===== config.mk =====
export PLATFORM = sky130hd
export DESIGN_NAME = gray_codec_pipe
export DESIGN_NICKNAME = d
export VERILOG_FILES = /design/src/rtl/gray_codec_pipe.sv
export SDC_FILE = /design/constraint.sdc
export NUM_CORES = 1
export LEC_CHECK = 0
export ABC_AREA = 1
export CORE_MARGIN = 1
export CORE_UTILIZATION = 45
export DETAILED_ROUTE_END_ITERATION = 10
export DONT_BUFFER_PORTS = 1
export GPL_ROUTABILITY_DRIVEN = 0
export PLACE_DENSITY_LB_ADDON = 0.12
export SETUP_SLACK_MARGIN = 0.02
export SYNTH_ARGS = -nofsm -noshare
export SYNTH_HDL_FRONTEND = slang
export SYNTH_SLANG_ARGS = --single-unit

===== constraint.sdc =====
create_clock -name Clk -period 1.5 [get_ports Clk]
set_input_delay 0.075 -clock Clk [delete_from_list [all_inputs] [get_ports Clk]]
set_output_delay 0.075 -clock Clk [all_outputs]
set_load 0.01 [all_outputs]

===== src/rtl/gray_codec_pipe.sv =====
// -----------------------------------------------------------------------------
// gray_codec_pipe
//
// Purpose:
//   Two-stage valid/ready pipeline that converts binary to Gray and Gray to
//   binary. It can also emit a free-running Gray sequence taken from an
//   internal counter. Each beat carries its own mode through the pipe, so the
//   mode may change on every beat.
//
// Parameters:
//   WIDTH     data width in bits (2..32)
//   CNT_INIT  binary start value of the sequence counter after reset
//
// Ports:
//   Clk        rising-edge clock
//   Rst        asynchronous active-high reset
//   Mode       00 bin->Gray, 01 Gray->bin, 10 sequence, 11 reserved
//   In_valid   input beat valid
//   In_ready   block can accept a beat
//   Data_in    operand (ignored in mode 10)
//   Out_valid  result valid
//   Out_ready  downstream accepts result
//   Data_out   converted / generated code
//   Mode_err   result came from reserved mode 11
//   Step_err   (only with GRAY_STEP_CHECK_EN) a mode-01 input was not a
//              single-bit step from the previous mode-01 input
//
// Optional feature macro: GRAY_STEP_CHECK_EN
// -----------------------------------------------------------------------------
module gray_codec_pipe #(
  parameter int          WIDTH    = 8,
  parameter int unsigned CNT_INIT = 0
) (
  input  logic             Clk,
  input  logic             Rst,
  input  logic [1:0]       Mode,
  input  logic             In_valid,
  output logic             In_ready,
  input  logic [WIDTH-1:0] Data_in,
  output logic             Out_valid,
  input  logic             Out_ready,
  output logic [WIDTH-1:0] Data_out,
`ifdef GRAY_STEP_CHECK_EN
  output logic             Mode_err,
  output logic             Step_err
`else
  output logic             Mode_err
`endif
);

  localparam logic [1:0] MODE_B2G = 2'b00;
  localparam logic [1:0] MODE_G2B = 2'b01;
  localparam logic [1:0] MODE_SEQ = 2'b10;

  // Stage 1 state
  logic             s1_valid;
  logic [1:0]       s1_mode;
  logic [WIDTH-1:0] s1_data;

  // Stage 2 state (drives the outputs directly)
  logic             s2_valid;
  logic [WIDTH-1:0] s2_data;
  logic             s2_err;

  // Sequence counter
  logic [WIDTH-1:0] cnt;

  logic s1_load;
  logic s2_load;

  assign s2_load  = s1_valid && (!s2_valid || Out_ready);
  // In_ready depends only on stage state and Out_ready, never on In_valid.
  assign In_ready = !s1_valid || s2_load;
  assign s1_load  = In_valid && In_ready;

  // ---------------------------------------------------------------------------
  // Stage-2 arithmetic
  // ---------------------------------------------------------------------------
  logic [WIDTH-1:0] b2g;
  logic [WIDTH-1:0] g2b;

  assign b2g[WIDTH-1] = s1_data[WIDTH-1];
  assign g2b[WIDTH-1] = s1_data[WIDTH-1];

  generate
    for (genvar gi = 0; gi < WIDTH-1; gi++) begin : g_bits
      assign b2g[gi] = s1_data[gi] ^ s1_data[gi+1];
      // Each binary bit is the XOR of all Gray bits at or above it. This is
      // written as a reduction so that there is no bit-to-bit chain on one
      // vector.
      assign g2b[gi] = ^s1_data[WIDTH-1:gi];
    end
  endgenerate

  logic [WIDTH-1:0] result;
  logic             result_err;

  always_comb begin
    result     = '0;
    result_err = 1'b0;
    case (s1_mode)
      MODE_B2G: result = b2g;
      MODE_G2B: result = g2b;
      // S1 already holds the pre-increment counter value for sequence beats.
      MODE_SEQ: result = b2g;
      default:  result_err = 1'b1;
    endcase
  end

  // ---------------------------------------------------------------------------
  // Optional Gray step checker (evaluated at input acceptance)
  // ---------------------------------------------------------------------------
`ifdef GRAY_STEP_CHECK_EN
  logic [WIDTH-1:0] prev_gray;
  logic             prev_seen;
  logic [WIDTH-1:0] step_diff;
  logic             single_step;
  logic             step_flag;
  logic             s1_step;
  logic             s2_step;

  assign step_diff   = Data_in ^ prev_gray;
  assign single_step = (step_diff != '0) &&
                       ((step_diff & (step_diff - WIDTH'(1))) == '0);
  assign step_flag   = (Mode == MODE_G2B) && prev_seen && !single_step;

  always_ff @(posedge Clk or posedge Rst) begin
    if (Rst) begin
      prev_gray <= '0;
      prev_seen <= 1'b0;
      s1_step   <= 1'b0;
      s2_step   <= 1'b0;
    end else begin
      if (s1_load) begin
        s1_step <= step_flag;
        if (Mode == MODE_G2B) begin
          prev_gray <= Data_in;
          prev_seen <= 1'b1;
        end
      end
      if (s2_load) begin
        s2_step <= s1_step;
      end
    end
  end

  assign Step_err = s2_step;
`endif

  // ---------------------------------------------------------------------------
  // Pipeline registers
  // ---------------------------------------------------------------------------
  always_ff @(posedge Clk or posedge Rst) begin
    if (Rst) begin
      s1_valid <= 1'b0;
      s1_mode  <= 2'b00;
      s1_data  <= '0;
      cnt      <= WIDTH'(CNT_INIT);
    end else begin
      if (s1_load) begin
        s1_valid <= 1'b1;
        s1_mode  <= Mode;
        // Sequence beats capture the counter here, so the counter value
        // follows input acceptance order even when the pipe stalls.
        s1_data  <= (Mode == MODE_SEQ) ? cnt : Data_in;
        if (Mode == MODE_SEQ) begin
          cnt <= cnt + WIDTH'(1);
        end
      end else if (s2_load) begin
        s1_valid <= 1'b0;
      end
    end
  end

  always_ff @(posedge Clk or posedge Rst) begin
    if (Rst) begin
      s2_valid <= 1'b0;
      s2_data  <= '0;
      s2_err   <= 1'b0;
    end else begin
      if (s2_load) begin
        s2_valid <= 1'b1;
        s2_data  <= result;
        s2_err   <= result_err;
      end else if (Out_ready) begin
        s2_valid <= 1'b0;
      end
    end
  end

  assign Out_valid = s2_valid;
  assign Data_out  = s2_data;
  assign Mode_err  = s2_err;

endmodule


Word-level counts from Yosys, hierarchy flattened
Cells that the tools add are included.
- bits in writable memories: 0
- bits in read-only memories: 0
- output and inout bits: 11
- memories: 0
- register bits: 29
- bits in latches: 0
- input bits: 14
- logic and storage cells: 44
- add/subtract/negate cells: 1
- reduce and logical (&&, ||, !) cells: 19
- multiplexer cells: 7
- bitwise logic cells: 7
- multiply operators: 0
- equal/unequal tests: 3
- shifts and indexed selects: 0
- divide/modulo/power cells: 0
- magnitude comparators: 0
- operators with widths (cell ; count):
    $pmux 8 s2 ; 1
    $add 8x1->8 const B ; 1
    $mux 8 ; 1
    $reduce_xor 8->1 ; 1
    $reduce_xor 7->1 ; 1
    $xor 1x1->1 ; 7
    $reduce_xor 6->1 ; 1
    $mux 1 ; 5
    $reduce_xor 5->1 ; 1
    $eq 2x2->1 const B ; 2
    $reduce_bool 2->1 ; 2
    $reduce_xor 4->1 ; 1
    $reduce_or 3->1 ; 1
    $reduce_xor 3->1 ; 1
    $eq 2x1->1 const B ; 1
    $logic_and 1x1->1 ; 2
    $logic_not 1->1 ; 2
    $logic_not 2->1 ; 1
    $logic_or 1x1->1 ; 2
    $reduce_and 2->1 ; 1
    $reduce_or 2->1 ; 1
    $reduce_xor 2->1 ; 1

Longest topological paths before layout
Gate-level depths: netlist (run 1).
- depth in word-level cells: 6
- mapped depth: 10
- mapped depth without buffers: 10

Least setup slack after synthesis (run 1)
OpenSTA, ideal clock, no wires.
- path type: flip-flop to flip-flop
- start point: register s2_valid (netlist: Out_valid)
- end point: register cnt[6]
- setup time: 0.120 ns
- clock period less this slack: 1.232 ns
- stages on the path, launching flop included: 9
- buffers on the path: 0
- arrival: 1.111 ns
- setup slack: 0.268 ns
- required time: 1.380 ns
- cells stage by stage: dfrtp_1 -> nand3_4 -> nand2_4 -> inv_8 -> nand2_8 -> nor2_8 -> nand2_4 -> o21ai_1 -> nand2_1
- word-level cells in the longest chain between the ends: 6
- ends and longest elaborated chain (element ; RTL line ; text):
    from (decl) ; 61 ; logic s2_valid;
    from (signal assigned) ; 177 ; s2_valid <= 1'b0;
    from (signal assigned) ; 182 ; s2_valid <= 1'b1;
    from (signal assigned) ; 186 ; s2_valid <= 1'b0;
    $logic_not 1->1 ; 71 ; assign s2_load = s1_valid && (!s2_valid || Out_ready);
    $logic_or 1x1->1 ; 71 ;
    $logic_and 1x1->1 ; 71 ;
    $logic_or 1x1->1 ; 73 ; assign In_ready = !s1_valid || s2_load;
    named net In_ready ; 38 ; output logic In_ready,
    $logic_and 1x1->1 ; 74 ; assign s1_load = In_valid && In_ready;
    $reduce_and 2->1 (no line) ; n/a ;
    to (signal assigned) ; 158 ; cnt <= WIDTH'(CNT_INIT);
    to (signal assigned) ; 167 ; cnt <= cnt + WIDTH'(1);
    to (decl) ; 66 ; logic [WIDTH-1:0] cnt;
The timed path passes the listed nets, and every way through them passes these cells.
A chain may end at the register's enable or synchronous reset.

Worst setup path after layout (run 1)
- start point: register s2_valid (netlist: Out_valid)
- end point: register s1_valid
- word-level cells in the longest chain between the ends: 6
- elaborated cells between the ends (all ways): 7
- those cells by class: 1 x mux; 6 x reduce/logical
- ends and longest elaborated chain (element ; RTL line ; text):
    $logic_not 1->1 (*) ; 71 ;
    $logic_or 1x1->1 (*) ; 71 ;
    $logic_and 1x1->1 (*) ; 71 ;
    $logic_or 1x1->1 (*) ; 73 ;
    named net In_ready ; 38 ;
    $logic_and 1x1->1 (*) ; 74 ;
    $mux 1 or $reduce_bool 2->1 (tied branches) ; n/a ;
    to (signal assigned) ; 155 ; s1_valid <= 1'b0;
    to (signal assigned) ; 161 ; s1_valid <= 1'b1;
    to (signal assigned) ; 170 ; s1_valid <= 1'b0;
    to (decl) ; 56 ; logic s1_valid;
Mark *: on every way through the listed nets, which the timed path passes. The rest lies on a longest branch.

==> results of run 1 <==
-- worst max-delay path: stages, from the launching register on --
cell,delay [ns]
dfrtp_2,0.42
nand3_4,0.12
nand2_4,0.13
nand2_1,0.05
dlygate4sd3_1,0.55
-- logic make-up after synthesis --
group,count (synthesis)
simple gates,107
buf+inv,31
flops,29
compound gates,27
xor+xnor,10
fa+ha+maj,1
-- per-layer routing --
layer  global-route usage (%)  routed length, um  vias to the layer above
li1                         -                  -                      673
met1                     21.9               1320                      578
met2                     30.3               1420                       22
met3                     5.29                108                        6
met4                     8.72                 63                        0
met5                        0                  0                        -
-- path summary, 6_finish.rpt --
kind / startpoint / endpoint / slack (ns) / depth (start not counted)
setup reg to reg: Out_valid / s1_valid / 0.12 / 4
hold / removal: Mode[1] / s1_mode[1] / 0.04 / 2
min in group asynchronous: Rst / cnt[0] / 0.30 / 3
setup / recovery: Out_valid / s1_valid / 0.12 / 4
max in group asynchronous: Rst / Out_valid / 0.90 / 3
hold reg to reg: cnt[3] / cnt[3] / 0.50 / 1
-- per-stage QoR --
step,area (um^2),hold WS (ns),std cells,utilization [%]
6_report,1910,0.0388,267,55.6
5_1_grt,1910,0.0529,267,55.6
3_3_place_gp,1710,0.0541,248,49.5
3_5_place_dp,1710,0.0633,248,49.5
4_1_cts,1910,0.0339,267,55.5
2_1_floorplan,1660,0.153,205,-
-- cells in the final DEF, fill, tap and decap left out, types with 4 or more instances in the layout --
| cell type | count |
|---|---|
| nand2_1 | 72 |
| o21ai_0 | 10 |
| nand3_1 | 6 |
| dfrtp_1 | 28 |
| inv_2 | 8 |
| nor2_1 | 12 |
| inv_1 | 18 |
| a31oi_1 | 5 |
| clkbuf_8 | 6 |
| xor2_1 | 7 |
| o211ai_1 | 4 |
| dlygate4sd3_1 | 12 |
-- final cells by class --
type                    count  area share [%]
multi-input cells         145            42.1
flip-flops and latches     29            38.0
repair buffers             13            6.67
inverters                  27            5.69
clock buffers               7            4.51
well taps                  46            3.01
-- power by group --
part | switching [W] | internal, W | total (W)
Clock | 0.000273 | 0.000363 | 0.000636
Combinational | 0.000518 | 0.000340 | 0.000858
Sequential | 0.000307 | 0.00103 | 0.00133
Total | 0.00110 | 0.00173 | 0.00283
-- what timing repair did --
action / in CTS / in global routing
endpoints found under the setup margin: 0 / 2
gates resized for setup: 0 / 1
endpoints found under the hold margin: 39 / 0
hold buffers: 12 / 0
-- state kept, by name, indices dropped and copies added (netlist names) --
register	flops
s1_data	8
Mode_err	1
s1_mode	2
Data_out	8
s1_valid	1
Out_valid	1
cnt	8
==> summary.txt, run 1 <==
Run status
  • Status: completed

Logic synthesis
  • Combinational family with the most area after synthesis: simple AND/OR/NAND/NOR gates
  • Synth Area per Inst: ~8.1 um^2
  • #FFs+latches synth: 29
  • Top post-synthesis cells by area: dfrtp_1 44%, nand2_1 16%, inv_1 4.1%
  • Mapped Cells: 205
  • Most frequent cells after synthesis: 72 x nand2_1, 29 x dfrtp_1, 18 x inv_1
  • Synth top area share: 43.6%
  • Compound-Gate Fraction of Synth Area: 9.93%
  • Multiplexer area fraction after synthesis: 0%
  • Synth Area in XOR/XNOR: 5.27%
  • Async set or reset register ratio after synthesis: 100%
  • Syn nets: 220
  • Cell taking the most area after synthesis: dfrtp_1
  • Count leader, synth: nand2_1
  • Synth cell types: 29
  • Yosys warning count: 0
  • EDFF count, synth: 0
  • Post-synthesis adder-cell area fraction: 0.752%
  • Sequential-to-total area share from yosys stat: a little over two fifths
  • Post-synth top flop: dfrtp_1
  • Mapped Area: about 1700 um^2
  • Simple-gate portion of the synthesized area: between 30% and 40%

Die
  • Die width: ~63 um
  • Die height: 62.8 um
  • Core area: between 3000 and 4000 um^2
  • Initial Util: between 40% and 50%
  • DIE AREA: just under 4000 um^2
  • I/O pin count: 25
  • Row Count: 21

GRT
  • Antenna violations before repair: 0
  • GRT overflow: 0
  • Global Route Usage Sum: ~18%
  • Number of global-route vias before repair: 1300
  • Largest net degree at the start of global routing: 30
  • First-pass GRT wire length: 5680 um

Route
  • WL/cell: ~11 um
  • DR iter-0 viols: 43
  • Via count: ~1300
  • Antenna violation net count after detailed routing: 0
  • Final wirelength: 2920 um
  • First-pass DRT Iterations: 4
  • DRC Markers: 0
  • Drt via density: about 4.8

Power and ir drop
  • Leakage: 0.961 nW
  • Tot Pwr: ~0.0028 W
  • VDD IR max: 0.745 mV
  • P per Cell Area: 1480 nW/um^2

Layout
  • Fillers: 338
  • Final net count: between 200 and 250
  • Ant. Diodes: 0
  • Area growth, synth to finish: 15.0%
  • Reg area: approximately 730 um^2
  • Area of the multi-input gates: about 810 um^2
  • Share of cells above drive strength 1: around 16%

Clock network
  • Clock Path Buffers: 2
  • H-tree depth: 2
  • Clk sink count: 29
  • Reg clk slew, reported paths: ~0.060 ns
  • CTS tree: done
  • Clock Latency Late Sink: about 0.28 ns
  • TritonCTS Buffers: 5
  • Root buf cell: clkbuf_8
  • Setup bufs post-CTS: 0

STA
  • Fin. max-slew vios: 0
  • Skew final: roughly 0.0040 ns
  • Least-Margin Pin Slew: 0.391 ns
  • Slew headroom: between 70% and 80%
  • Post-route setup TNS: 0 ns
  • # setup viols final: 0
  • Minimum clock period: 1.38 ns
  • Fmax: 0.723 GHz
  • Fin crit share: around 90%
  • Final worst slack: roughly 0.12 ns
  • RSZ-0062 raised after global routing: no
  • Final hold vios: 0

Worst setup path
  • Crit path DAT: approximately 1.5 ns
  • Type of the worst setup path: flop to flop
  • CP Data Required Time: 1.66 ns
  • CP Launch Type: flop
  • Max FO, Critical Path: 6
  • Worst Setup End Kind: flop

Placement
  • Detail Placement HPWL: 2240 um
  • Port Buffers: 0
  • DP Worst Slack: around 0.13 ns

Worst hold path
  • HP Class: input port to flop

Flow run
  • Max-cap violations: 0
(Power assumes the default switching activity.)
==> run 2, diff against run 1 <==
--- a/config.mk
+++ b/config.mk
@@ -8,9 +8,9 @@
 export ABC_AREA = 1
 export CORE_MARGIN = 1
-export CORE_UTILIZATION = 45
+export CORE_UTILIZATION = 60
 export DETAILED_ROUTE_END_ITERATION = 10
 export DONT_BUFFER_PORTS = 1
 export GPL_ROUTABILITY_DRIVEN = 0
-export PLACE_DENSITY_LB_ADDON = 0.12
+export PLACE_DENSITY = 0.78
 export SETUP_SLACK_MARGIN = 0.02
 export SYNTH_ARGS = -nofsm -noshare
==> constraint.sdc (replaced) <==
create_clock -name Clk -period 1.5 [get_ports Clk]
set_input_delay 0.225 -clock Clk [delete_from_list [all_inputs] [get_ports Clk]]
set_output_delay 0.225 -clock Clk [all_outputs]
set_load 0.01 [all_outputs]
==> summary.txt, run 2 (synthesis gave the netlist of run 1 again) <==
Route
  • DRC Markers: 0
  • Antenna violation net count after detailed routing: 0
  • Final wirelength: between 2000 and 3000 um
  • First-pass DRT Iterations: 4
  • Via count: roughly 1300
  • Drt via density: 5.23
  • DR iter-0 viols: 27
  • WL/cell: 11.7 um

Layout
  • Share of cells above drive strength 1: between 15 and 20%
  • Area growth, synth to finish: 6.70%
  • Most frequent cells in the layout: 72 x nand2_1, 28 x dfrtp_1, 18 x inv_1
  • Reg area: slightly above 700 um^2
  • Area of the multi-input gates: just over 800 um^2
  • Fillers: 212
  • Most common cell after layout, fill and taps aside: nand2_1
  • Ant. Diodes: 0
  • Final net count: ~230

Power and ir drop
  • Switching Fraction: around 42%
  • Sequential power share: about half
  • Net Switching: around 0.0011 W
  • Leakage: 0.904 nW
  • Tot Pwr: ~0.0027 W
  • Cell Int Power: about 0.0015 W
  • Logic pwr share: between 30% and 40%
  • P per Cell Area: between 1000 and 1500 nW/um^2
  • VDD IR max: 1.07 mV
  • Power share of the clock group: between 15 and 20%

Worst setup path
  • CP Data Required Time: 1.74 ns
  • Reg2Reg Setup Slack: 0.16 ns
  • Type of the worst setup path: flop to flop
  • Max FO, Critical Path: 17
  • CP Launch Type: flop
  • Worst Setup End Kind: flop
  • Crit path DAT: approximately 1.6 ns

Die
  • Initial Util: 65.3%
  • Core area: around 2500 um^2
  • DIE AREA: approximately 3000 um^2
  • Row Count: 18
  • Die height: roughly 55 um
  • Die width: roughly 55 um
  • I/O pin count: 25

STA
  • Final hold vios: 0
  • Fmax: roughly 0.75 GHz
  • # setup viols final: 0
  • Post-route setup TNS: 0 ns
  • Fin crit share: approximately 90%
  • Fin. max-slew vios: 0
  • Least-Margin Pin Slew: between 0.3 and 0.4 ns
  • RSZ-0062 raised after global routing: no
  • Slew headroom: around three quarters
  • Minimum clock period: between 1 and 1.5 ns
  • Skew final: slightly below 0.01 ns

Clock network
  • Reg clk slew, reported paths: approximately 0.1 ns
  • Root buf cell: clkbuf_4
  • TritonCTS Buffers: 5
  • H-tree depth: 2
  • Clock Path Buffers: 2
  • Clk sink count: 29
  • Clock Latency Late Sink: ~0.33 ns
  • CTS tree: done

GRT
  • Number of global-route vias before repair: between 1000 and 1500
  • Largest net degree at the start of global routing: 30
  • GRT overflow: 0
  • Global Route Usage Sum: 22.7%
  • Antenna violations before repair: 0
  • First-pass GRT wire length: approximately 4600 um

Placement
  • Port Buffers: 0
  • Detail Placement HPWL: around 2200 um

Worst hold path
  • HP Class: input port to flop

Flow run
  • Max-cap violations: 0

Run status
  • Status: completed
==> run 2: changes by cell type in the layout (fill, tap and decap cells not counted) <==
cell and delta:
clkbuf_8 -6, clkbuf_4 +5, clkbuf_1 -1, dlygate4sd3_1 -10, buf_4 +1, clkinvlp_4 +3
==> run 2: path summary, 6_finish.rpt <==
kind | cells after the start | startpoint | to
hold / removal | 2 | Data_in[3] | s1_data[3]
hold reg to reg | 1 | cnt[3] | cnt[3]
max in group asynchronous | 3 | Rst | Out_valid
setup reg to reg | 8 | Out_valid | cnt[6]
setup / recovery | 8 | Out_valid | cnt[6]
min in group asynchronous | 3 | Rst | s1_data[1]
==> run 2: repair_timing <==
action / CTS / global route
hold buffers: 2 / 0
setup endpoints to repair: 0 / 1
buffers inserted: 0 / 0
endpoints found under the hold margin: 30 / 0
resized for setup: 0 / 1
==> run 2: cell type report <==
type                            count  area share, %
Tap cell                           30           2.12
Clock buffer                        5           2.12
Sequential cell                    29           41.0
Timing Repair Buffer                4           1.97
Clock inverter                      3           1.27
Inverter                           27           6.14
Multi-Input combinational cell    145           45.4
==> run 2: worst max-delay path: stages, from the launching register on <==
cell and delay [ns]:
dfrtp_2 0.46, nand3_4 0.12, nand2_4 0.10, inv_8 0.12, nand2_8 0.09, nor2_8 0.12
nand2_4 0.07, o21ai_1 0.11, nand2_1 0.06
==> run 2: through the flow <==
step	std cells	utilization (%)	setup WS, ns	hold WS, ns	area, um^2
detailed placement	233	66.5	0.130	0.216	1690
floorplan	205	-	0.268	0.303	1660
finish	243	69.7	0.163	0.0391	1770
CTS	243	69.7	0.132	0.0263	1770
global route	243	69.7	0.0291	0.0341	1770
global placement	233	66.5	0.180	0.197	1690
==> run 2: routing by layer <==
| metal | vias to the layer above | routed length [um] | global-route usage [%] | share of wire, % |
|---|---|---|---|---|
| met2 | 25 | 1440 | 38.0 | 51 |
| met3 | 8 | 121 | 8.61 | 4.3 |
| met1 | 580 | 1240 | 25.2 | 43 |
| met5 | - | 0 | 0 | 0 |
| li1 | 657 | - | - | - |
| met4 | 0 | 50 | 10.7 | 1.8 |
==> run 2: power groups by stage <==
stage / combinational (W) / sequential [W] / clock [W]
2_1_floorplan: 0.000740 / 0.00128 / 0
3_3_place_gp: 0.000807 / 0.00134 / 0
3_5_place_dp: 0.000839 / 0.00135 / 0
4_1_cts: 0.000850 / 0.00134 / 0.000492
5_1_grt: 0.000968 / 0.00138 / 0.000515
6_report: 0.000842 / 0.00134 / 0.000477
==> run 3, diff against run 2 <==
ABC_AREA = not set   (was 1)
CORE_ASPECT_RATIO = 1.75   (was not set)
CTS_BUF_LIST = sky130_fd_sc_hd__clkbuf_2 sky130_fd_sc_hd__clkbuf_4 sky130_fd_sc_hd__clkbuf_8   (was not set)
==> summary.txt, run 3 <==
Run status
  • Status: completed

Route
  • DR iter-0 viols: 9
  • Via count: about 1000
  • DRC Markers: 0
  • First-pass DRT Iterations: 4
  • Antenna violation net count after detailed routing: 0
  • Drt via density: roughly 5.7
  • Final wirelength: 2730 um
  • WL/cell: between 10 and 15 um

Logic synthesis
  • Async set or reset register ratio after synthesis: 100%
  • Synth cell types: 34
  • Mapped Area: between 1000 and 1500 um^2
  • Yosys warning count: 0
  • #FFs+latches synth: 29
  • Most frequent cells after synthesis: 29 x dfrtp_1, 19 x nand2_1, 15 x xnor2_1
  • Syn nets: roughly 150
  • Cell taking the most area after synthesis: dfrtp_1
  • Top post-synthesis cells by area: dfrtp_1 49%, xnor2_1 8.8%, mux2i_1 5.4%
  • Count leader, synth: dfrtp_1
  • EDFF count, synth: 0
  • Synth Area per Inst: ~11 um^2
  • Mapped Cells: 137
  • Post-synth top flop: dfrtp_1
  • Sequential-to-total area share from yosys stat: roughly 49%
  • Synth top area share: 48.6%

Die
  • I/O pin count: 25
  • Core area: between 2000 and 2500 um^2
  • Die width: around 40 um
  • Row Count: 23
  • DIE AREA: approximately 2700 um^2
  • Initial Util: around 64%
  • Die height: around 70 um

Worst setup path
  • Worst Setup End Kind: flop
  • CP Launch Type: flop
  • CP Data Required Time: 1.71 ns
  • Cells along the critical path: xnor3_2, xnor2_4, or3_1, nand3_1
  • Max incr delay on CP: between 0.4 and 0.5 ns
  • Reg2Reg Setup Slack: approximately 0.036 ns
  • Crit path DAT: around 1.7 ns
  • Largest delay share family, worst path: XOR/XNOR gates
  • Type of the worst setup path: flop to flop
  • CP bufs+invs: 0
  • Slowest cell on crit path: xnor3_2
  • Max FO, Critical Path: 3

STA
  • Least-Margin Pin Slew: approximately 0.48 ns
  • RSZ-0062 raised after global routing: yes
  • Minimum clock period: 1.46 ns
  • Final hold vios: 0
  • # setup viols final: 0
  • Skew final: around 0.0043 ns
  • Fmax: 0.683 GHz
  • Fin. max-slew vios: 0
  • Fin crit share: a little under 100%
  • Slew headroom: between 60% and 70%

GRT
  • GRT overflow: 0
  • Number of global-route vias before repair: 1126
  • Antenna violations before repair: 0
  • First-pass GRT wire length: ~4700 um
  • Largest net degree at the start of global routing: 30
  • Global Route Usage Sum: approximately a quarter

Layout
  • Final net count: ~170
  • Non-Filler Instances: between 150 and 200
  • Most frequent cells in the layout: 29 x dfrtp_1, 19 x nand2_1, 16 x buf_4
  • Fillers: approximately 150
  • Ant. Diodes: 0
  • Share of cells above drive strength 1: 22.2%
  • Area growth, synth to finish: 19.2%
  • Most common cell after layout, fill and taps aside: dfrtp_1
  • Final Core Density: between 70 and 80%

Power and ir drop
  • Leakage: about 0.82 nW
  • P per Cell Area: 1590 nW/um^2
  • VDD IR max: 1.04 mV

Clock network
  • Clock Latency Late Sink: approximately 0.28 ns
  • Clk sink count: 29
  • Reg clk slew, reported paths: ~0.06 ns
  • Clock Path Buffers: 2
  • TritonCTS Buffers: 5
  • CTS tree: done
  • H-tree depth: 2
  • Root buf cell: clkbuf_8

Placement
  • Placed Instances: approximately 170
  • Port Buffers: 0
  • Detail Placement HPWL: ~2100 um

Worst hold path
  • HP Class: input port to flop

Flow run
  • Max-cap violations: 0
[run 3: cell count changes after synthesis, moves of 4 or more]
cell,before,now
nand3b_1,0,4
nand2_1,72,19
nand2b_1,0,5
xnor2_1,3,15
mux2_2,0,4
a31oi_1,5,0
inv_2,8,0
mux2i_1,0,8
nor2_1,12,2
inv_1,18,2
[run 3: area by class of cell]
| type | instances | area (um^2) | area share, % |
|---|---|---|---|
| Timing Repair Buffer | 17 | 130 | 7.31 |
| Inverter | 2 | 7.51 | 0.422 |
| Multi-Input combinational cell | 102 | 764 | 43.0 |
| Clock inverter | 1 | 30.0 | 1.69 |
| Tap cell | 25 | 31.3 | 1.76 |
| Clock buffer | 7 | 90.1 | 5.06 |
| Sequential cell | 29 | 726 | 40.8 |
[run 3: per-stage QoR]
stage | hold WS (ns) | setup TNS, ns | worst slack (ns) | cell area [um^2] | total power (W)
floorplan | 0.303 | 0 | 0.00238 | 1490 | 0.00179
global placement | 0.198 | 0 | 0.0278 | 1610 | 0.00193
detailed placement | 0.205 | -0.0130 | -0.0130 | 1610 | 0.00197
CTS | 0.0638 | 0 | 0.0105 | 1740 | 0.00282
global route | 0.0549 | -0.0176 | -0.0155 | 1780 | 0.00303
finish | 0.0677 | 0 | 0.0364 | 1780 | 0.00284
[run 3: power breakdown]
part	internal (W)	switching, W	leakage, nW
Sequential	0.000978	0.000238	0.362
Combinational	0.000443	0.000332	0.400
Clock	0.000559	0.000289	0.0619
[run 3: timing repair]
action / in CTS / in global routing
pin swaps: 2 / 0
setup buffers: 0 / 3
endpoints found under the setup margin: 2 / 5
cloned: 0 / 0
gates resized for setup: 1 / 2
hold buffers: 1 / 0
endpoints found under the hold margin: 29 / 0
[run 3: cell families (layout without fill, tap and decap cells)]
kind of cell / after synthesis / count (layout) / share of synthesized area [%]
multiplexers: 13 / 13 / 9.39
XOR/XNOR: 21 / 21 / 14.6
AND/OR/NAND/NOR: 46 / 46 / 15.8
buffers and inverters: 6 / 27 / 1.51
adder cells (fa/ha/maj): 1 / 1 / 0.838
AO/OA/AOI/OAI: 21 / 21 / 9.30
flip-flops: 29 / 29 / 48.6
[run 3: layer usage]
layer	track usage, %	wire (um)	vias up
met3	9.42	114	4
met5	0	0	-
met4	7.76	32	0
met2	49.2	1590	23
met1	24.3	985	504
li1	-	-	512
[run 3: final timing paths]
check	end	cells after the start	startpoint
setup / recovery	Data_out[2]	4	s1_data[7]
hold / removal	s1_valid	1	In_valid
setup reg to reg	Data_out[2]	4	s1_data[7]
hold reg to reg	cnt[7]	1	cnt[7]
max in group asynchronous	cnt[0]	3	Rst
min in group asynchronous	Data_out[5]	3	Rst
